<file path="config.mk">
export PLATFORM = sky130hd
export DESIGN_NAME = debounce4_stage
export DESIGN_NICKNAME = d
export VERILOG_FILES = /design/src/rtl/debounce4_stage.sv
export SDC_FILE = /design/constraint.sdc
export NUM_CORES = 1
export LEC_CHECK = 0
export CAP_MARGIN = 20
export CELL_PAD_IN_SITES_DETAIL_PLACEMENT = 0
export CELL_PAD_IN_SITES_GLOBAL_PLACEMENT = 1
export CORE_AREA = 2 2 64 60
export DETAILED_ROUTE_END_ITERATION = 8
export DIE_AREA = 0 0 66 62
export PLACE_DENSITY = 0.74
export SYNTH_ARGS = -nofsm -noshare
export SYNTH_HDL_FRONTEND = slang
export SYNTH_SLANG_ARGS = --single-unit
</file>
<file path="constraint.sdc">
create_clock -name clk -period 1.6 [get_ports clk]
set_input_delay 0.32 -clock clk [delete_from_list [all_inputs] [get_ports clk]]
set_output_delay 0.32 -clock clk [all_outputs]
set_load 0.01 [all_outputs]
</file>
<file path="src/rtl/debounce4_stage.sv">
// Four-channel synchronizer + debouncer feeding the 4-input AND gate.
// Build option: define SYNC_3FF_EN for a 3-flop synchronizer instead of 2.
module debounce4_stage #(
    parameter int unsigned STABLE_CYCLES = 10,
    parameter int unsigned CNT_W         = 4
) (
    input  logic       clk,
    input  logic       rst,
    input  logic       raw0,
    input  logic       raw1,
    input  logic       raw2,
    input  logic       raw3,
    output logic       out0,
    output logic       out1,
    output logic       out2,
    output logic       out3,
    output logic [3:0] chg,
    output logic       any_chg
);

`ifdef SYNC_3FF_EN
    localparam int unsigned SYNC_N = 3;
`else
    localparam int unsigned SYNC_N = 2;
`endif
    localparam int unsigned       NCH        = 4;
    localparam longint unsigned   MAX_STABLE = 64'd1 << CNT_W;
    localparam logic [CNT_W-1:0]  LAST       = CNT_W'(STABLE_CYCLES - 1);

    // The counter must reach STABLE_CYCLES-1 without wrapping.
    generate
        if ((STABLE_CYCLES < 1) || (64'(STABLE_CYCLES) > MAX_STABLE)) begin : g_bad_cfg
            $error("debounce4_stage: STABLE_CYCLES must be in 1..2**CNT_W");
        end
    endgenerate

    typedef enum logic {
        IDLE  = 1'b0,
        COUNT = 1'b1
    } state_t;

    logic [NCH-1:0]   raw_c;
    logic [NCH-1:0]   sync_q [SYNC_N];
    logic [NCH-1:0]   s_c;
    state_t           state_q [NCH];
    logic [CNT_W-1:0] cnt_q [NCH];
    logic [NCH-1:0]   out_q;
    logic [NCH-1:0]   flip_c;

    assign raw_c = {raw3, raw2, raw1, raw0};
    assign s_c   = sync_q[SYNC_N-1];

    // Plain flop chain, nothing between stages.
    always_ff @(posedge clk) begin
        if (rst) begin
            for (int unsigned j = 0; j < SYNC_N; j++) begin
                sync_q[j] <= '0;
            end
        end else begin
            sync_q[0] <= raw_c;
            for (int unsigned j = 1; j < SYNC_N; j++) begin
                sync_q[j] <= sync_q[j-1];
            end
        end
    end

    // A channel flips when it has mismatched for the full stability window.
    always_comb begin
        flip_c = '0;
        for (int unsigned i = 0; i < NCH; i++) begin
            flip_c[i] = (s_c[i] != out_q[i]) && (cnt_q[i] == LAST);
        end
    end

    always_ff @(posedge clk) begin
        if (rst) begin
            for (int unsigned i = 0; i < NCH; i++) begin
                state_q[i] <= IDLE;
                cnt_q[i]   <= '0;
            end
            out_q   <= '0;
            chg     <= '0;
            any_chg <= 1'b0;
        end else begin
            chg     <= flip_c;
            any_chg <= |flip_c;
            for (int unsigned i = 0; i < NCH; i++) begin
                case (state_q[i])
                    IDLE: begin
                        if (s_c[i] != out_q[i]) begin
                            if (flip_c[i]) begin
                                out_q[i] <= s_c[i];
                                cnt_q[i] <= '0;
                            end else begin
                                cnt_q[i]   <= cnt_q[i] + CNT_W'(1);
                                state_q[i] <= COUNT;
                            end
                        end else begin
                            cnt_q[i] <= '0;
                        end
                    end
                    COUNT: begin
                        if (s_c[i] == out_q[i]) begin
                            state_q[i] <= IDLE;
                            cnt_q[i]   <= '0;
                        end else if (flip_c[i]) begin
                            out_q[i]   <= s_c[i];
                            cnt_q[i]   <= '0;
                            state_q[i] <= IDLE;
                        end else begin
                            cnt_q[i] <= cnt_q[i] + CNT_W'(1);
                        end
                    end
                endcase
            end
        end
    end

    assign out0 = out_q[0];
    assign out1 = out_q[1];
    assign out2 = out_q[2];
    assign out3 = out_q[3];

endmodule
</file>
==> Implementation_results.wiki, run 1 <==
{| class="wikitable"
! Metric !! Value
|-
| Die span in y || 62 um
|-
| First element of the critical path || out_q[1]$_SDFFE_PP0P_
|-
| Detailed-router iteration count before antenna repair || 4
|-
| Buffers plus inverters on the worst setup path || 1
|-
| CP peak stage delay || between 0.5 and 0.6 ns
|-
| Total grt overflow || 0
|-
| Mapped Cells || 119
|-
| Core area || around 3500 sq um
|-
| Signal arrival time at the worst endpoint || roughly 1.2 ns
|-
| Highest clock rate || between 600 and 700 MHz
|-
| Number of H-tree levels || 2
|-
| Max VDD drop || ~0.52 mV
|-
| Count of unique library cells instantiated by Yosys || 17
|-
| Critical Path Start Type || flip-flop
|-
| Leading cell type in the layout, fill and taps excluded || sky130_fd_sc_hd__nor2_1
|-
| Post-Place Worst Slack || 0.196 ns
|-
| All-layer global routing usage || 0.131
|-
| Number of core rows || 21
|-
| Unrepaired setup endpoints after global routing || false
|-
| Detail-routed via count per cell || 4.33
|-
| Post-route DRC violation count || 0
|-
| Endpoint of the worst register-to-register path || cnt_q[2][2]$_SDFFCE_PN0P_
|-
| Horizontal die dimension || 66 um
|-
| Cell class contributing the biggest share of worst-path delay || buffers and inverters
|-
| Total via count in the routed design || ~880
|-
| Fraction of the cycle the final worst path needs || 0.951
|-
| Flip-flop and latch count after synthesis || 33
|-
| Root buffer cell || sky130_fd_sc_hd__clkbuf_8
|-
| Combined area of all synthesized cells || 1410 sq um
|-
| # clock sinks || 33
|-
| Capturing element of the worst setup path || out1
|-
| Required @ worst endpoint || around 1.3 ns
|-
| Sort of element at the end of the critical path || output port
|-
| Critical Path Fanout Max || 4
|-
| Fraction of post-synthesis cell area in the top cell type by area || 0.340
|-
| Final count of hold timing violations || 0
|-
| Layout overhead on the synthesized area || 24.4%
|-
| Largest net degree at the start of global routing || 18
|-
| DR WL/cell || 10.4 um
|-
| PortBufs || 14
|-
| HPWL Detailed || between 1500 and 2000 um
|-
| Final cell area excluding filler cells || ~1800 sq um
|-
| Via count of the first global-routing pass || between 800 and 900
|-
| Detailed Route WL || 2110 um
|-
| Most used cells in the layout excluding fill and tap cells || sky130_fd_sc_hd__nor2_1, sky130_fd_sc_hd__edfxtp_1, sky130_fd_sc_hd__conb_1
|-
| Fin Setup TNS || 0 ns
|-
| Wire length of the first global-routing pass || between 3000 and 4000 um
|-
| CTS-repair resized insts || 0
|-
| Initial Util || 0.401
|-
| Post-Route Skew || about 0.0026 ns
|-
| Worst r2r path cells || 5
|-
| Fraction of layout cells with a size suffix above 1 || 0.0769
|-
| Synthesized area divided by synthesized cell count || 11.9 sq um
|-
| Worst-path clk slew || roughly 0.060 ns
|-
| Total number of yosys warnings || 0
|-
| Class of the most critical hold timing path || reg -> reg
|-
| P per Cell Area || between 900 and 1000 nW/um^2
|-
| TritonCTS clock tree || yes
|-
| Buffers inserted during post-CTS setup optimization || 0
|-
| Fraction of the yosys area taken by sequential cells || 0.581
|-
| Design Power || about 1.6 mW
|-
| Start-to-end type of the worst setup path || reg -> out
|-
| Critical Path, Cell by Cell || clkdlybuf4s50_1
|-
| FF-to-FF Start || cnt_q[2][1]$_SDFFCE_PN0P_
|-
| N_diodes || 0
|-
| Clock insertion delay at the later pin of the skew report || 0.28 ns
|-
| Setup slack of the critical path after layout || between 0.07 and 0.08 ns
|-
| Total of max-cap violations || 0
|-
| Number of setup violations in the final report || 0
|-
| Register-to-register setup slack || between 0.3 and 0.4 ns
|-
| Final critical path time including I/O delays and setup || around 1.5 ns
|-
| Result of the run || completed
|-
| Final number of max-transition violations || 0
|-
| Io pins || 15
|-
| Final-stage net count || between 150 and 200
|-
| Antenna-violating nets left || 0
|-
| Number of clock buffers inserted by TritonCTS || 5
|-
| Max Buffers Root-to-Sink || 2
|-
| Slowest-stage cell, CP || sky130_fd_sc_hd__clkdlybuf4s50_1
|-
| Post-cts hold buffer count || 0
|-
| Initial detailed-routing violation count || 14
|-
| Top cells by area in the synthesized netlist || sky130_fd_sc_hd__edfxtp_1, sky130_fd_sc_hd__dfxtp_1, sky130_fd_sc_hd__ha_1
|-
| Stages on the worst setup path || 1
|-
| Initial antenna violation count || 0
|-
| Leakage power total || 0.716 nW
|-
| Leading area contributor after synthesis || sky130_fd_sc_hd__edfxtp_1
|-
| Total die area || approximately 4000 sq um
|-
| Global placer's final weighted congestion || 0.705
|-
| Placement Cell Area || 1670 sq um
|}
layer usage:
layer,share of wire,vias to the layer above,global-route usage
li1,-,458,-
met1,0.48,393,0.161
met2,0.44,19,0.195
met3,0.052,5,0.0595
met4,0.022,0,0.0700
met5,0,-,0
state kept, by name, summed over array words and instances, names as in the netlist:
register,flops
any_chg,1
sync_q,8
cnt_q,16
out_q,4
chg,4
cell type report:
cell class	instances	area, sq um
fill	324	1760
sequential	33	823
multi-input combinational	95	626
timing repair buffer	15	153
clock buffer	8	80.1
tap	46	57.6
inverter	5	18.8
through the flow:
| stage | hold slack [ns] | utilization | instances |
|---|---|---|---|
| final | 0.436 | 0.499 | 202 |
| after global routing | 0.452 | 0.499 | 202 |
| after CTS | 0.440 | 0.497 | 202 |
| after detailed placement | 0.425 | 0.474 | 194 |
| after global placement | 0.420 | 0.474 | 194 |
| after floorplan | 0.392 | - | 134 |
how the worst min path moves through the flow:
stage | from | slack (ns) | cells after the start | to
after floorplan | rst | 0.39 | 1 | sync_q[0][0]$_SDFF_PP0_
after global placement | sync_q[0][1]$_SDFF_PP0_ | 0.42 | 1 | sync_q[0][5]$_SDFF_PP0_
after detailed placement | sync_q[0][2]$_SDFF_PP0_ | 0.43 | 1 | sync_q[0][6]$_SDFF_PP0_
after CTS | sync_q[0][2]$_SDFF_PP0_ | 0.44 | 1 | sync_q[0][6]$_SDFF_PP0_
after global routing | sync_q[0][2]$_SDFF_PP0_ | 0.45 | 1 | sync_q[0][6]$_SDFF_PP0_
final | sync_q[0][2]$_SDFF_PP0_ | 0.44 | 1 | sync_q[0][6]$_SDFF_PP0_
cells in the mapped netlist, drive strengths merged:
library cell,count
nand3b,4
nor2,20
ha,8
conb,1
xnor2,8
clkbuf,1
edfxtp,16
a22oi,2
nor2b,8
nand3,8
inv,5
dfxtp,17
and3b,4
a21oi,1
nor3,4
mux2i,4
xor2,8
where the power goes:
group          switching, mW  internal, mW
clock network          0.276         0.308
registers             0.0232         0.915
logic                 0.0412        0.0464
total                  0.340          1.27
cells by family (layout without fill, tap and decap cells):
family,Yosys count,in the layout,synth area share
buf+inv,6,28,0.0159
compound gates,3,3,0.0142
xor+xnor,16,16,0.0992
mux,4,4,0.0283
other cells,1,16,0.00265
fa+ha+maj,8,8,0.0709
simple gates,48,48,0.188
flops,33,33,0.581
(Power assumes the default switching activity.)
==> run 2, diff against run 1 <==
--- a/config.mk
+++ b/config.mk
@@ -11,6 +11,7 @@
 export CORE_AREA = 2 2 64 60
 export DETAILED_ROUTE_END_ITERATION = 8
 export DIE_AREA = 0 0 66 62
+export HOLD_SLACK_MARGIN = 0.06
 export PLACE_DENSITY = 0.74
 export SYNTH_ARGS = -nofsm -noshare
 export SYNTH_HDL_FRONTEND = slang
==> results of run 2 <==
No change in the layout: final DEF, timing and power equal those of run 1.
